### src/rtl/uart_baud_gen.sv
// UART baud-tick generator: rx oversample and tx bit strobes from sys_clk with a run-time divisor.
// Define UART_BAUD_FRAC_EN to build the fractional-divisor accumulators.
module uart_baud_gen #(
   parameter int SYS_CLK    = 30000000,
   parameter int BAUDRATE   = 115200,
   parameter int OVERSAMPLE = 16,
   parameter int DIV_W      = 16,
   parameter int FRAC_W     = 4,
   parameter int DEF_DIV    = SYS_CLK / (BAUDRATE * OVERSAMPLE)
) (
   input  logic              sys_clk,
   input  logic              rst,
   input  logic              enable,
   input  logic              div_load,
   input  logic [DIV_W-1:0]  div_int,
   input  logic [FRAC_W-1:0] div_frac,
   input  logic              rx_resync,
   output logic              rx_clk_en,
   output logic              tx_clk_en,
   output logic              rx_clk,
   output logic              tx_clk,
   output logic              cfg_err
);
   localparam int               CNT_W   = $clog2(OVERSAMPLE);
   localparam logic [DIV_W-1:0] DIV_MIN = DIV_W'(2);
   localparam logic [DIV_W-1:0] DIV_ONE = DIV_W'(1);
   localparam logic [DIV_W-1:0] DIV_RST = DIV_W'(DEF_DIV);
   localparam logic [CNT_W-1:0] CNT_MAX = CNT_W'(OVERSAMPLE - 1);

   logic [DIV_W-1:0] act_int_q, act_int_d, sh_int_q, sh_int_d;
   logic [DIV_W-1:0] rx_pre_q, rx_pre_d, tx_pre_q, tx_pre_d;
   logic [CNT_W-1:0] tx_cnt_q, tx_cnt_d;
   logic             pend_q, pend_d, cfg_err_q, cfg_err_d;
   logic             rx_clk_q, rx_clk_d, tx_clk_q, tx_clk_d;
   logic [DIV_W-1:0] ld_int, eff_int;
   logic             ld_bad, rx_tick, tx_tick, tx_wrap, apply;
   logic             rx_carry, tx_carry;

   // A pending (or same-cycle) load takes effect on the first base tick of either chain, or at once while idle.
   assign ld_bad  = (div_int < DIV_MIN);
   assign ld_int  = ld_bad ? DIV_MIN : div_int;
   assign rx_tick = ~rst & enable & ~rx_resync & (rx_pre_q == '0);
   assign tx_tick = ~rst & enable & (tx_pre_q == '0);
   assign tx_wrap = (tx_cnt_q == CNT_MAX);
   assign apply   = (pend_q | div_load) & (rx_tick | tx_tick | ~enable);
   assign eff_int = apply ? (div_load ? ld_int : sh_int_q) : act_int_q;

   assign rx_clk_en = rx_tick;
   assign tx_clk_en = tx_tick & tx_wrap;
   assign rx_clk    = rx_clk_q;
   assign tx_clk    = tx_clk_q;
   assign cfg_err   = cfg_err_q;

`ifdef UART_BAUD_FRAC_EN
   logic [FRAC_W-1:0] act_frac_q, act_frac_d, sh_frac_q, sh_frac_d, eff_frac;
   logic [FRAC_W-1:0] rx_acc_q, rx_acc_d, tx_acc_q, tx_acc_d;
   logic [FRAC_W:0]   rx_sum, tx_sum;

   always_comb begin
      eff_frac = act_frac_q;
      if (apply) eff_frac = div_load ? div_frac : sh_frac_q;
      act_frac_d = eff_frac;
      sh_frac_d  = div_load ? div_frac : sh_frac_q;
      rx_sum     = {1'b0, rx_acc_q} + {1'b0, eff_frac};
      tx_sum     = {1'b0, tx_acc_q} + {1'b0, eff_frac};
      rx_carry   = rx_tick & rx_sum[FRAC_W];
      tx_carry   = tx_tick & tx_sum[FRAC_W];
      rx_acc_d   = rx_acc_q;
      if (rx_resync) rx_acc_d = '0;
      else if (rx_tick) rx_acc_d = rx_sum[FRAC_W-1:0];
      tx_acc_d   = tx_tick ? tx_sum[FRAC_W-1:0] : tx_acc_q;
   end

   always_ff @(posedge sys_clk) begin
      if (rst) begin
         act_frac_q <= '0;
         sh_frac_q  <= '0;
         rx_acc_q   <= '0;
         tx_acc_q   <= '0;
      end else begin
         act_frac_q <= act_frac_d;
         sh_frac_q  <= sh_frac_d;
         rx_acc_q   <= rx_acc_d;
         tx_acc_q   <= tx_acc_d;
      end
   end
`else
   logic unused_div_frac;
   assign unused_div_frac = ^div_frac;
   assign rx_carry        = 1'b0;
   assign tx_carry        = 1'b0;
`endif

   always_comb begin
      act_int_d = eff_int;
      sh_int_d  = div_load ? ld_int : sh_int_q;
      pend_d    = pend_q;
      if (apply) pend_d = 1'b0;
      else if (div_load) pend_d = 1'b1;
      cfg_err_d = div_load ? ld_bad : cfg_err_q;

      // Resync restarts the rx phase from the active divisor and suppresses any coincident tick.
      rx_pre_d = rx_pre_q;
      if (rx_resync) rx_pre_d = act_int_q - DIV_ONE;
      else if (rx_tick) rx_pre_d = rx_carry ? eff_int : eff_int - DIV_ONE;
      else if (enable) rx_pre_d = rx_pre_q - DIV_ONE;

      tx_pre_d = tx_pre_q;
      if (tx_tick) tx_pre_d = tx_carry ? eff_int : eff_int - DIV_ONE;
      else if (enable) tx_pre_d = tx_pre_q - DIV_ONE;

      tx_cnt_d = tx_cnt_q;
      if (tx_tick) tx_cnt_d = tx_wrap ? '0 : tx_cnt_q + CNT_W'(1);

      rx_clk_d = rx_clk_q ^ rx_clk_en;
      tx_clk_d = tx_clk_q ^ tx_clk_en;
   end

   always_ff @(posedge sys_clk) begin
      if (rst) begin
         act_int_q <= DIV_RST;
         sh_int_q  <= DIV_RST;
         pend_q    <= 1'b0;
         cfg_err_q <= 1'b0;
         rx_pre_q  <= DIV_RST - DIV_ONE;
         tx_pre_q  <= DIV_RST - DIV_ONE;
         tx_cnt_q  <= '0;
         rx_clk_q  <= 1'b0;
         tx_clk_q  <= 1'b0;
      end else begin
         act_int_q <= act_int_d;
         sh_int_q  <= sh_int_d;
         pend_q    <= pend_d;
         cfg_err_q <= cfg_err_d;
         rx_pre_q  <= rx_pre_d;
         tx_pre_q  <= tx_pre_d;
         tx_cnt_q  <= tx_cnt_d;
         rx_clk_q  <= rx_clk_d;
         tx_clk_q  <= tx_clk_d;
      end
   end
endmodule

### config.mk
export PLATFORM = sky130hd
export DESIGN_NAME = uart_baud_gen
export DESIGN_NICKNAME = d
export VERILOG_FILES = /design/src/rtl/uart_baud_gen.sv
export SDC_FILE = /design/constraint.sdc
export NUM_CORES = 1
export LEC_CHECK = 0
export ABC_CLOCK_PERIOD_IN_PS = 3700
export CAP_MARGIN = 10
export CORE_ASPECT_RATIO = 2
export CORE_MARGIN = 2
export CORE_UTILIZATION = 35
export CTS_BUF_LIST = sky130_fd_sc_hd__clkbuf_8 sky130_fd_sc_hd__clkbuf_16
export CTS_CLUSTER_DIAMETER = 40
export DETAILED_ROUTE_END_ITERATION = 8
export SLEW_MARGIN = 20
export SYNTH_ARGS = -nofsm -noshare
export SYNTH_HDL_FRONTEND = slang
export SYNTH_SLANG_ARGS = --single-unit
### constraint.sdc
create_clock -name sys_clk -period 3.7 [get_ports sys_clk]
set_clock_uncertainty 0.1 [all_clocks]
set_input_delay 0.555 -clock sys_clk [delete_from_list [all_inputs] [get_ports sys_clk]]
set_output_delay 0.555 -clock sys_clk [all_outputs]
set_load 0.02 [all_outputs]
==> flow_summary_export.csv <==
group,metric,value,unit
outcome,status,"complete, no violations",
synth,synth_edf_count,0,
placement,io_buffers,25,
timing,max_freq,283,MHz
detailed_routing,firstDrtPassIters,5,
clocking,cts.reportedPaths.clkPinSlew,0.06,ns
synth,synth_fa_ha_area_frac,0.0196,
min_path,worstHoldPathType,"flop to flop",
synth,muxShareOfSynthArea,0.0554,
pwr,powerDensity,400,mW/mm2
grt,grt_first_pass_wirelength,22400,um
timing,period_minus_slack,3.54,ns
detailed_routing,via_count,4479,
synth,yosysSeqAreaShare,0.322,
synth,synth_xor_area_frac,0.0744,
detailed_routing,totalWireLength,14200,um
floorplanning,die-area,0.0138,mm2
setup_path,required,3.85,ns
pwr,power.leakage,0.00215,uW
final_layout,seq_area,0.00144,mm2
placement,dpl-instance-area,0.00509,mm2
synth,ys.flop_type,"dfxtp_1",
synth,ys_seq_elements,72,
final_layout,final_nets,650,
timing,tightest_slew,0.792,ns
detailed_routing,drt-initial-drc-count,258,
final_layout,multiInputGateArea,0.00288,mm2
grt,overflow,0,
setup_path,slowest_delay,0.47,ns
final_layout,fin_area,0.00548,mm2
placement,place_congestion,0.948,
clocking,htree_num_levels,3,
final_layout,fill_cells,1307,
setup_path,critPathKind,"primary input to flop",
synth,avgSynthCellArea,7.85,um2
setup_path,worst-path-max-fanout,7,
grt,grt_pass1_vias,4432,
floorplanning,rows,58,
clocking,cts_tree,"done",
floorplanning,io_pins,30,
final_layout,syn2layout_area_growth,22.4,%
placement,post-dp-hpwl,10900,um
clocking,cts_made_buffers,9,
timing,max_slew_margin,0.467,
final_layout,post-route-util,0.436,
clocking,cts.sink_count,72,
synth,yosysUniqueCellTypes,69,
setup_path,crit_chain,"clkdlybuf4s50_1, nor3b_4, nand4b_1, or3_4, a21oi_4, mux2i_2, ha_2, buf_6, nand4b_1, nor2_1, xnor2_1, mux2i_1, nor2_1, o32ai_1",
floorplanning,fp.dieH,164,um
clocking,clk_latency,0.34,ns
final_layout,drive_gt1_frac,0.143,
detailed_routing,drc,0,
synth,synth_area,0.00448,mm2
synth,yosys_warnings,0,
detailed_routing,postRouteAntennaNets,0,
pwr,ir_drop,0.307,mV
timing,hold_viol,0,
grt,grt_max_degree,44,
synth,synthArstFlopShare,0,
timing,setup_viol,0,
floorplanning,start_util,0.356,
synth,synth_top_family_by_area,"simple AND/OR/NAND/NOR gates",
synth,synth_simple_gate_area_frac,0.255,
detailed_routing,wl_per_cell,18.4,um
detailed_routing,viasPerCell,5.79,
synth,synth_nets,602,
floorplanning,die_x,84.0,um
timing,drv_slew,0,
final_layout,num_antenna_cells,0,
setup_path,path_buf_inv,2,
grt,track_usage,0.210,
synth,synth-compound-area-share,0.229,
setup_path,endpoint_kind,"flop",
synth,synth_cells,570,
setup_path,cp-start-kind,"primary input",
timing,period_share,0.956,
clocking,clockRootBuffer,"clkbuf_16",
setup_path,worst-endpoint-arrival,3.69,ns
setup_path,cp_slowest_cell,"clkdlybuf4s50_1",
grt,antenna_found_initial,0,
clocking,clock_path_buffers,2,
flow_run,drv_cap,0,
setup_path,crit_family,"simple AND/OR/NAND/NOR gates",
floorplanning,core,0.0126,mm2
## layer usage
layer	vias up	part of all wire	global-route usage
li1	2187	-	-
met1	2118	0.36	0.203
met2	124	0.54	0.404
met3	50	0.028	0.0231
met4	0	0.064	0.146
met5	-	0	0
## per-stage QoR
stage          power [uW]  std cells  TNS [ns]  worst slack [ns]  hold slack (ns)
2_1_floorplan        1110        570         0            0.0743            0.354
3_3_place_gp         1240        756     -1.40            -0.209            0.367
3_5_place_dp         1240        756     -1.48            -0.217            0.374
4_1_cts              2190        772         0             0.122            0.382
5_1_grt              2270        773    -0.105           -0.0484            0.397
6_report             2190        773         0             0.161            0.381
## state kept, by name, indices dropped and copies added (netlist names)
name / count
cfg_err: 1
tx_pre_q: 16
rx_clk: 1
act_int_q: 16
pend_q: 1
tx_clk: 1
rx_pre_q: 16
sh_int_q: 16
tx_cnt_q: 4
## power by group
part | total, uW | internal (uW) | switching (uW)
clock network | 948 | 605 | 343
registers | 855 | 813 | 41.9
logic | 385 | 164 | 221
## area by class of cell
type                       instances  area share
sequential                        72       0.263
clock buffer                      10      0.0436
inverter                          14     0.00960
tap                              150      0.0343
timing repair buffer              70       0.108
multi-input combinational        451       0.527
clock inverter                     6      0.0151
## cells in the final DEF (no fill, tap or decap), drive strengths merged, types with 5 or more instances in the layout
cell type       n
nor2           77
dfxtp          72
buf            46
nand2          45
a21oi          41
nor3           31
o21ai          31
clkdlybuf4s50  23
xor2           22
mux2i          21
a211oi         19
xnor2          16
inv            13
nand3          13
nor4           12
a31oi          11
clkbuf         10
o22ai           8
or3             8
and3            7
ha              7
o211ai          6
nand4           5
and2            5
nor4b           5
## synth_stat cells (6+ instances only)
library cell	count	area [um2]
a211oi_1	18	135
a21oi_1	40	200
a31oi_1	11	68.8
and3_1	7	43.8
buf_2	8	40.0
clkbuf_1	20	75.1
dfxtp_1	72	1440
ha_1	7	87.6
inv_1	13	48.8
mux2i_1	20	200
nand2_1	45	169
nand3_1	12	60.1
nor2_1	77	289
nor3_1	31	155
nor4_1	9	56.3
o211ai_1	6	45.0
o21ai_0	28	140
o22ai_1	8	50.1
or3_1	8	50.1
xnor2_1	16	140
xor2_1	22	193
## worst register-to-register path, cell delays in order, from the launching register on
cell and delay (ns):
dfxtp_1 0.35, nor4_4 0.45, nand3_2 0.24, or3_4 0.44, a21oi_4 0.23, mux2i_2 0.26, ha_2 0.23, buf_6 0.13
nand4b_1 0.20, nor2_1 0.20, xnor2_1 0.08, mux2i_1 0.22, nor2_1 0.07, o32ai_1 0.21
## kinds of logic (layout without fill, tap and decap cells)
| kind of cell | count (synthesis) | count (layout) |
|---|---|---|
| AO/OA/AOI/OAI | 154 | 154 |
| XOR/XNOR | 38 | 38 |
| adder cells (fa/ha/maj) | 7 | 7 |
| buffers and inverters | 47 | 100 |
| flip-flops | 72 | 72 |
| multiplexers | 24 | 24 |
| AND/OR/NAND/NOR | 228 | 228 |
## worst paths after layout
path / startpoint / to / slack (ns) / cells after the start
max: rx_resync / rx_pre_q[14] / 0.16 / 14
min: tx_cnt_q[3] / tx_cnt_q[3] / 0.38 / 2
max reg2reg: rx_pre_q[4] / rx_pre_q[14] / 0.21 / 13
min reg2reg: tx_cnt_q[3] / tx_cnt_q[3] / 0.38 / 2
## what timing repair did
action / in CTS / in global routing
resized for setup: 0 / 11
hold buffers: 0 / 0
setup endpoints to repair: 0 / 10
buffers inserted: 0 / 1
endpoints found under the hold margin: 0 / 0
Note: power is estimated with default switching activity, not from simulation.
